**config.mk**
```make
export PLATFORM = sky130hd
export DESIGN_NAME = dual_update
export DESIGN_NICKNAME = d
export VERILOG_FILES = /design/src/rtl/admm_pkg.sv /design/src/rtl/fxp_sat_addsub.sv /design/src/rtl/dual_update.sv
export SDC_FILE = /design/constraint.sdc
export NUM_CORES = 1
export LEC_CHECK = 0
export CAP_MARGIN = 20
export CELL_PAD_IN_SITES_DETAIL_PLACEMENT = 0
export CELL_PAD_IN_SITES_GLOBAL_PLACEMENT = 1
export CORE_AREA = 10 10 168 170
export DETAILED_ROUTE_END_ITERATION = 12
export DIE_AREA = 0 0 178 180
export PLACE_DENSITY = 0.78
export SYNTH_ARGS = -nofsm -noshare
export SYNTH_HDL_FRONTEND = slang
export SYNTH_SLANG_ARGS = --single-unit
```
**constraint.sdc**
```tcl
create_clock -name clk -period 6.4 [get_ports clk]
set_input_delay 1.28 -clock clk [delete_from_list [all_inputs] [get_ports clk]]
set_output_delay 1.28 -clock clk [all_outputs]
set_load 0.05 [all_outputs]
```
**src/rtl/admm_pkg.sv**
```systemverilog
// Shared ADMM solver definitions: fixed-point word, sweep phase and state
// encodings, RAM read latency and horizon clamping.
package admm_pkg;

    localparam int FXP_WIDTH  = 16;
    localparam int FXP_FRAC   = 8;
    localparam int RD_LATENCY = 2;

    typedef logic signed [FXP_WIDTH-1:0] fxp_t;

    typedef enum logic [1:0] {
        ADDR = 2'd0,
        WAIT = 2'd1,
        CAP  = 2'd2,
        WR   = 2'd3
    } phase_t;

    typedef enum logic [1:0] {
        IDLE       = 2'd0,
        IN_SWEEP   = 2'd1,
        ST_SWEEP   = 2'd2,
        DONE_STATE = 2'd3
    } sweep_t;

    // At least two stages are needed so the input sweep (k = 0..Nh-2) is non-empty.
    function automatic logic [31:0] clamp_horizon(input logic [31:0] req, input int hmax);
        if (req < 32'd2)
            return 32'd2;
        if (req > 32'(hmax))
            return 32'(hmax);
        return req;
    endfunction

endpackage

```
**src/rtl/fxp_sat_addsub.sv**
```systemverilog
// Saturating two's-complement add/subtract with a saturated magnitude output.
// The sum is formed one bit wider than the operands, then clamped; the
// magnitude of the most negative value clamps to the most positive value.
module fxp_sat_addsub #(
    parameter int W = 16
) (
    input  logic signed [W-1:0] a,
    input  logic signed [W-1:0] b,
    input  logic                sub,
    output logic signed [W-1:0] result,
    output logic signed [W-1:0] magnitude
);

    localparam logic signed [W-1:0] MAX_V = {1'b0, {(W-1){1'b1}}};
    localparam logic signed [W-1:0] MIN_V = {1'b1, {(W-1){1'b0}}};

    logic signed [W:0] wide;

    // Wide add/sub, clamp on overflow, then take the clamped absolute value.
    always_comb begin
        wide = sub ? ({a[W-1], a} - {b[W-1], b}) : ({a[W-1], a} + {b[W-1], b});
        if (wide[W] != wide[W-1])
            result = wide[W] ? MIN_V : MAX_V;
        else
            result = wide[W-1:0];
        if (result == MIN_V)
            magnitude = MAX_V;
        else if (result[W-1])
            magnitude = -result;
        else
            magnitude = result;
    end

endmodule

```
**src/rtl/dual_update.sv**
```systemverilog
// ADMM dual-variable update and residual stage.
// Sweeps the input trajectory (y += u - z) then the state trajectory
// (g += x - v) in place, one element every four cycles (ADDR, WAIT, CAP, WR).
// Build option DUAL_UPDATE_RESIDUAL_EN: when defined, max-abs residuals and
// the converged flag are built; otherwise they (and z_prev_rdaddress) read 0.
//
// state      | meaning
// IDLE       | waiting for start, residual outputs hold last sweep
// IN_SWEEP   | y update over k = 0..Nh-2, i = 0..INPUT_DIM-1
// ST_SWEEP   | g update over k = 0..Nh-1, i = 0..STATE_DIM-1
// DONE_STATE | done high until start drops
module dual_update
    import admm_pkg::*;
#(
    parameter int STATE_DIM  = 12,
    parameter int INPUT_DIM  = 4,
    parameter int HORIZON    = 30,
    parameter int DATA_WIDTH = FXP_WIDTH,
    parameter int ADDR_WIDTH = 9
) (
    input  logic                         clk,
    input  logic                         rst,
    input  logic                         start,
    input  logic [31:0]                  active_horizon,
    output logic [ADDR_WIDTH-1:0]        u_rdaddress,
    output logic [ADDR_WIDTH-1:0]        z_rdaddress,
    output logic [ADDR_WIDTH-1:0]        z_prev_rdaddress,
    output logic [ADDR_WIDTH-1:0]        y_rdaddress,
    input  logic signed [DATA_WIDTH-1:0] u_data_out,
    input  logic signed [DATA_WIDTH-1:0] z_data_out,
    input  logic signed [DATA_WIDTH-1:0] z_prev_data_out,
    input  logic signed [DATA_WIDTH-1:0] y_data_out,
    output logic [ADDR_WIDTH-1:0]        y_wraddress,
    output logic signed [DATA_WIDTH-1:0] y_data_in,
    output logic                         y_wren,
    output logic [ADDR_WIDTH-1:0]        x_rdaddress,
    output logic [ADDR_WIDTH-1:0]        v_rdaddress,
    output logic [ADDR_WIDTH-1:0]        g_rdaddress,
    input  logic signed [DATA_WIDTH-1:0] x_data_out,
    input  logic signed [DATA_WIDTH-1:0] v_data_out,
    input  logic signed [DATA_WIDTH-1:0] g_data_out,
    output logic [ADDR_WIDTH-1:0]        g_wraddress,
    output logic signed [DATA_WIDTH-1:0] g_data_in,
    output logic                         g_wren,
    input  logic signed [DATA_WIDTH-1:0] eps_pri,
    input  logic signed [DATA_WIDTH-1:0] eps_dual,
    output logic signed [DATA_WIDTH-1:0] pri_res_u,
    output logic signed [DATA_WIDTH-1:0] pri_res_x,
    output logic signed [DATA_WIDTH-1:0] dual_res,
    output logic                         converged,
    output logic                         done
);

    sweep_t                       state;
    phase_t                       phase;
    logic [ADDR_WIDTH-1:0]        idx;
    logic [ADDR_WIDTH-1:0]        u_last;
    logic [ADDR_WIDTH-1:0]        x_last;
    logic [31:0]                  nh;
    logic signed [DATA_WIDTH-1:0] cap_a;
    logic signed [DATA_WIDTH-1:0] cap_b;
    logic signed [DATA_WIDTH-1:0] cap_c;
    logic signed [DATA_WIDTH-1:0] diff;
    logic signed [DATA_WIDTH-1:0] diff_mag;
    logic signed [DATA_WIDTH-1:0] upd;
    logic signed [DATA_WIDTH-1:0] upd_mag_unused;
    logic                         in_wr;
    logic                         st_wr;
    logic                         last_elem;

    assign nh        = clamp_horizon(active_horizon, HORIZON);
    assign in_wr     = (state == IN_SWEEP) && (phase == WR);
    assign st_wr     = (state == ST_SWEEP) && (phase == WR);
    assign last_elem = (state == IN_SWEEP) ? (idx == u_last) : (idx == x_last);

    // One datapath serves both sweeps: cap_a/cap_b/cap_c hold u/z/y or x/v/g.
    fxp_sat_addsub #(.W(DATA_WIDTH)) u_diff (
        .a(cap_a), .b(cap_b), .sub(1'b1), .result(diff), .magnitude(diff_mag)
    );
    fxp_sat_addsub #(.W(DATA_WIDTH)) u_upd (
        .a(cap_c), .b(diff), .sub(1'b0), .result(upd), .magnitude(upd_mag_unused)
    );

    // Sweep sequencer: four-phase element walk, one contiguous index per sweep.
    always_ff @(posedge clk) begin
        if (rst) begin
            state  <= IDLE;
            phase  <= ADDR;
            idx    <= '0;
            u_last <= '0;
            x_last <= '0;
            cap_a  <= '0;
            cap_b  <= '0;
            cap_c  <= '0;
        end else begin
            case (state)
                IDLE: begin
                    if (start) begin
                        u_last <= ADDR_WIDTH'(32'(INPUT_DIM) * (nh - 32'd1) - 32'd1);
                        x_last <= ADDR_WIDTH'(32'(STATE_DIM) * nh - 32'd1);
                        idx    <= '0;
                        phase  <= ADDR;
                        state  <= IN_SWEEP;
                    end
                end
                IN_SWEEP, ST_SWEEP: begin
                    case (phase)
                        ADDR: phase <= WAIT;
                        WAIT: phase <= CAP;
                        CAP: begin
                            if (state == IN_SWEEP) begin
                                cap_a <= u_data_out;
                                cap_b <= z_data_out;
                                cap_c <= y_data_out;
                            end else begin
                                cap_a <= x_data_out;
                                cap_b <= v_data_out;
                                cap_c <= g_data_out;
                            end
                            phase <= WR;
                        end
                        WR: begin
                            phase <= ADDR;
                            if (last_elem) begin
                                idx   <= '0;
                                state <= (state == IN_SWEEP) ? ST_SWEEP : DONE_STATE;
                            end else begin
                                idx <= idx + ADDR_WIDTH'(1);
                            end
                        end
                        default: phase <= ADDR;
                    endcase
                end
                DONE_STATE: begin
                    if (!start)
                        state <= IDLE;
                end
                default: state <= IDLE;
            endcase
        end
    end

    assign u_rdaddress = (state == IN_SWEEP) ? idx : '0;
    assign z_rdaddress = (state == IN_SWEEP) ? idx : '0;
    assign y_rdaddress = (state == IN_SWEEP) ? idx : '0;
    assign x_rdaddress = (state == ST_SWEEP) ? idx : '0;
    assign v_rdaddress = (state == ST_SWEEP) ? idx : '0;
    assign g_rdaddress = (state == ST_SWEEP) ? idx : '0;

    assign y_wren      = in_wr;
    assign y_wraddress = in_wr ? idx : '0;
    assign y_data_in   = in_wr ? upd : '0;
    assign g_wren      = st_wr;
    assign g_wraddress = st_wr ? idx : '0;
    assign g_data_in   = st_wr ? upd : '0;
    assign done        = (state == DONE_STATE);

`ifdef DUAL_UPDATE_RESIDUAL_EN
    logic signed [DATA_WIDTH-1:0] cap_d;
    logic signed [DATA_WIDTH-1:0] dual_diff_unused;
    logic signed [DATA_WIDTH-1:0] dual_mag;
    logic signed [DATA_WIDTH-1:0] res_u;
    logic signed [DATA_WIDTH-1:0] res_x;
    logic signed [DATA_WIDTH-1:0] res_d;
    logic signed [DATA_WIDTH-1:0] res_pri;

    // cap_b holds z during the input sweep, so |z - z_prev| reuses it.
    fxp_sat_addsub #(.W(DATA_WIDTH)) u_dual (
        .a(cap_b), .b(cap_d), .sub(1'b1), .result(dual_diff_unused), .magnitude(dual_mag)
    );

    // Running max-abs residuals, cleared on start and held after the sweep.
    always_ff @(posedge clk) begin
        if (rst) begin
            cap_d <= '0;
            res_u <= '0;
            res_x <= '0;
            res_d <= '0;
        end else if (state == IDLE && start) begin
            res_u <= '0;
            res_x <= '0;
            res_d <= '0;
        end else begin
            if (state == IN_SWEEP && phase == CAP)
                cap_d <= z_prev_data_out;
            if (in_wr) begin
                if (diff_mag > res_u)
                    res_u <= diff_mag;
                if (dual_mag > res_d)
                    res_d <= dual_mag;
            end
            if (st_wr && diff_mag > res_x)
                res_x <= diff_mag;
        end
    end

    assign res_pri          = (res_u > res_x) ? res_u : res_x;
    assign converged        = done && (res_pri <= eps_pri) && (res_d <= eps_dual);
    assign pri_res_u        = res_u;
    assign pri_res_x        = res_x;
    assign dual_res         = res_d;
    assign z_prev_rdaddress = (state == IN_SWEEP) ? idx : '0;
`else
    logic unused_inputs;

    assign unused_inputs    = ^{z_prev_data_out, eps_pri, eps_dual};
    assign converged        = 1'b0;
    assign pri_res_u        = '0;
    assign pri_res_x        = '0;
    assign dual_res         = '0;
    assign z_prev_rdaddress = '0;
`endif

endmodule

```
==> impl_metrics.yaml <==
run_status:
  status: "complete, no violations"
placed_design:
  place_area_um2: 9590
  gp_congestion: 0.783
  dp_slack_ps: -21.5
  port_buffers: 237
  hpwl_mm: 17.9
route:
  vias: 6667
  postRouteAntennaNets: 0
  via_per_inst: 4.67
  drt-total-wl_mm: 22.3
  drc_errors: 0
  drt_first_pass_iters: 4
  avgRoutedWirePerCell_um: 15.6
  drt_iter0_drc: 228
clock_tree:
  cts_buffers: 9
  cts_root_buf: "clkbuf_16"
  cts.sinks: 76
  clk_path_buf_depth: 2
  clk_pin_slew_ps: 70
  tritoncts: "done"
  clk_latency_ps: 340
  h-tree-depth: 3
grt:
  grt-ovfl-total: 0
  grt_pass1_vias: 6467
  grt_max_degree: 97
  antenna_found_initial: 0
  grt.total_usage: 0.126
  grt_pass1_wl_mm: 33.5
die:
  io-pin-count: 344
  die_area_um2: 32000
  initial_core_util: 0.285
  dieWidth_um: 178
  rows: 58
  die_h_um: 180
  core-area_um2: 24900
worst_setup_path:
  crit_type: "flop to output pin"
  worstPathMaxFanout: 8
  slowest_delay_ps: 400
  crit_arrival_ps: 4960
  rrSetupSlack_ps: 3040
  crit_family: "compound AO/OA/AOI/OAI gates"
  setup.worst_path.start_class: "flop"
  r2r_start: "state[0]"
  cp-end-kind: "output pin"
  reg2reg_to: "idx[5]"
  worst-path-buf-inv: 6
  cp_slowest_cell: "fa_1"
  path_cells: "inv_1, ha_1, inv_1, fa_1, a21o_1, a311o_1, nand4_1, a311oi_2, nor3_2, buf_4, buf_4, o21ai_0, ha_1, a21oi_1, o21a_1, o21ai_0, a21oi_1, nand4_1, nand3_4, buf_12, o21ai_1, buf_12"
  required_ps: 5120
  ff2ff_path_depth: 9
layout:
  area_growth_pct: 44.5
  final_common_cell: "clkdlybuf4s50_1"
  final_cell_area_um2: 10200
  n_antenna_cell: 0
  final_cell_mix: "clkdlybuf4s50_1 (204), nor2_1 (86), dfxtp_1 (76), conb_1 (60), mux2i_1 (57)"
  drive_gt1_frac: 0.116
  fin_nets: 1329
yosys:
  ys_warn_count: 0
  synth-seq-cells: 76
  syn_inst: 908
  syn_area_um2: 7090
  yosysSeqAreaShare: 0.215
  ys.flop_type: "dfxtp_1"
  async_flop_share: 0
  synth_cell_type_count: 60
  syn_area_per_cell_um2: 7.80
  synth_edf_count: 0
min_path:
  min_to: "u_last[5]"
  min_from: "u_last[5]"
  holdPathStages: 2
  hold_path.class: "flop to flop"
timing:
  period_share: 0.975
  relSlewSlack: 0.383
  setup-violations-final: 0
  finalCriticalPeriod_ps: 6240
  fmax_mhz: 160
  hold_violations: 0
  worst_slew_pin_slew_ps: 926
  fin_skew_ps: 12.0
  slew_violations: 0
  layout_setup_ws_ps: 158
power_and_ir_drop:
  ir_drop_mv: 0.182
  p_leak_nw: 4.04
  power_density_nw_per_um2: 309
job:
  drv_cap: 0
==> registers in the layout, indices dropped and copies added (netlist names) <==
signal,flops
x_last,7
cap_b,16
cap_c,16
cap_a,16
phase,2
state,2
idx,9
u_last,8
==> how the worst max path moves through the flow <==
stage                         end  slack (ps)      from  cells after the start
global placement     g_data_in[0]          20  cap_b[2]                     19
finish              g_data_in[13]         160  cap_a[0]                     22
global route         y_data_in[7]        -160  cap_a[0]                     21
detailed placement   g_data_in[0]         -20  cap_b[2]                     19
floorplan           g_data_in[10]          80  cap_b[2]                     19
CTS                  g_data_in[0]          10  cap_a[0]                     18
==> cell families after synthesis <==
logic type | after synthesis | share of synthesized area
adders and majority gates | 59 | 0.106
buffers and inverters | 188 | 0.150
other | 2 | 0.00106
and+or+nand+nor | 258 | 0.186
AOI/OAI and AO/OA | 221 | 0.203
DFF | 76 | 0.215
muxes | 57 | 0.0805
xor gates and xnor gates | 47 | 0.0581
==> layout make-up <==
type	count	area, um^2
flip-flops and latches	76	1520
multi-input cells	705	4990
clock buffers	9	225
fillers	2511	14600
clock inverters	7	80.1
inverters	47	176
well taps	330	413
repair buffers	255	2840
==> synthesized netlist by cell type, drive strengths merged, types with 3 or more instances <==
cell type  instances  area (um^2)
dfxtp             76         1520
o21a               5         37.5
nor2b              4         25.0
nand2b            15         93.8
a31oi              4         25.0
o211ai             6         45.0
or3                8         50.1
nand4              6         37.5
a21o              14          105
nand2             36          135
o31ai              4         30.0
fa                 3         60.1
ha                53          663
mux2i             57          571
a21boi             3         22.5
buf              108          763
a21oi             49          245
a211oi            56          425
nand3b             4         30.0
clkbuf            33          124
nand3             18         90.1
nor4              14          100
a311oi             3         26.3
xnor2             26          228
xor2              21          184
and4               4         35.0
nor3              10         50.1
o21ai             56          280
nor2              86          323
and2              21          131
inv               47          176
a211o              4         35.0
maj3               3         30.0
and3              23          144
==> routing by layer <==
metal / GRT usage / vias up / share of wire
met5: 0 / - / 0
met4: 0.0270 / 0 / 0.0096
li1: - / 3459 / -
met3: 0.0289 / 13 / 0.063
met1: 0.165 / 3009 / 0.46
met2: 0.206 / 186 / 0.47
==> worst min-delay path, cell delays in order, from the launching register on <==
cell and delay [ps]:
dfxtp_1 310, nand2_1 50, a21oi_1 50
==> power by group <==
group / total [mW] / internal, mW / switching [mW]
sequential: 0.558 / 0.519 / 0.0393
combinational: 2.07 / 0.813 / 1.26
clock: 0.535 / 0.309 / 0.226
total: 3.16 / 1.64 / 1.52
==> stage by stage <==
step | hold WS [ps] | util | TNS, ps | std cells | total power [mW]
global placement | 440 | 0.385 | 0 | 1400 | 2.40
detailed placement | 444 | 0.385 | -21.5 | 1400 | 2.42
global route | 470 | 0.412 | -3250 | 1429 | 3.42
CTS | 454 | 0.398 | 0 | 1416 | 2.99
floorplan | 431 | - | 0 | 966 | 1.95
finish | 453 | 0.412 | 0 | 1429 | 3.16
==> repair_timing <==
item / 4_1_cts / 5_1_grt
resized for setup: 37 / 53
buffers inserted: 0 / 9
gates cloned: 0 / 3
setup endpoints to repair: 30 / 32
pin swaps: 0 / 9
hold buffers: 0 / 0
Note: power is estimated with default switching activity, not from simulation.
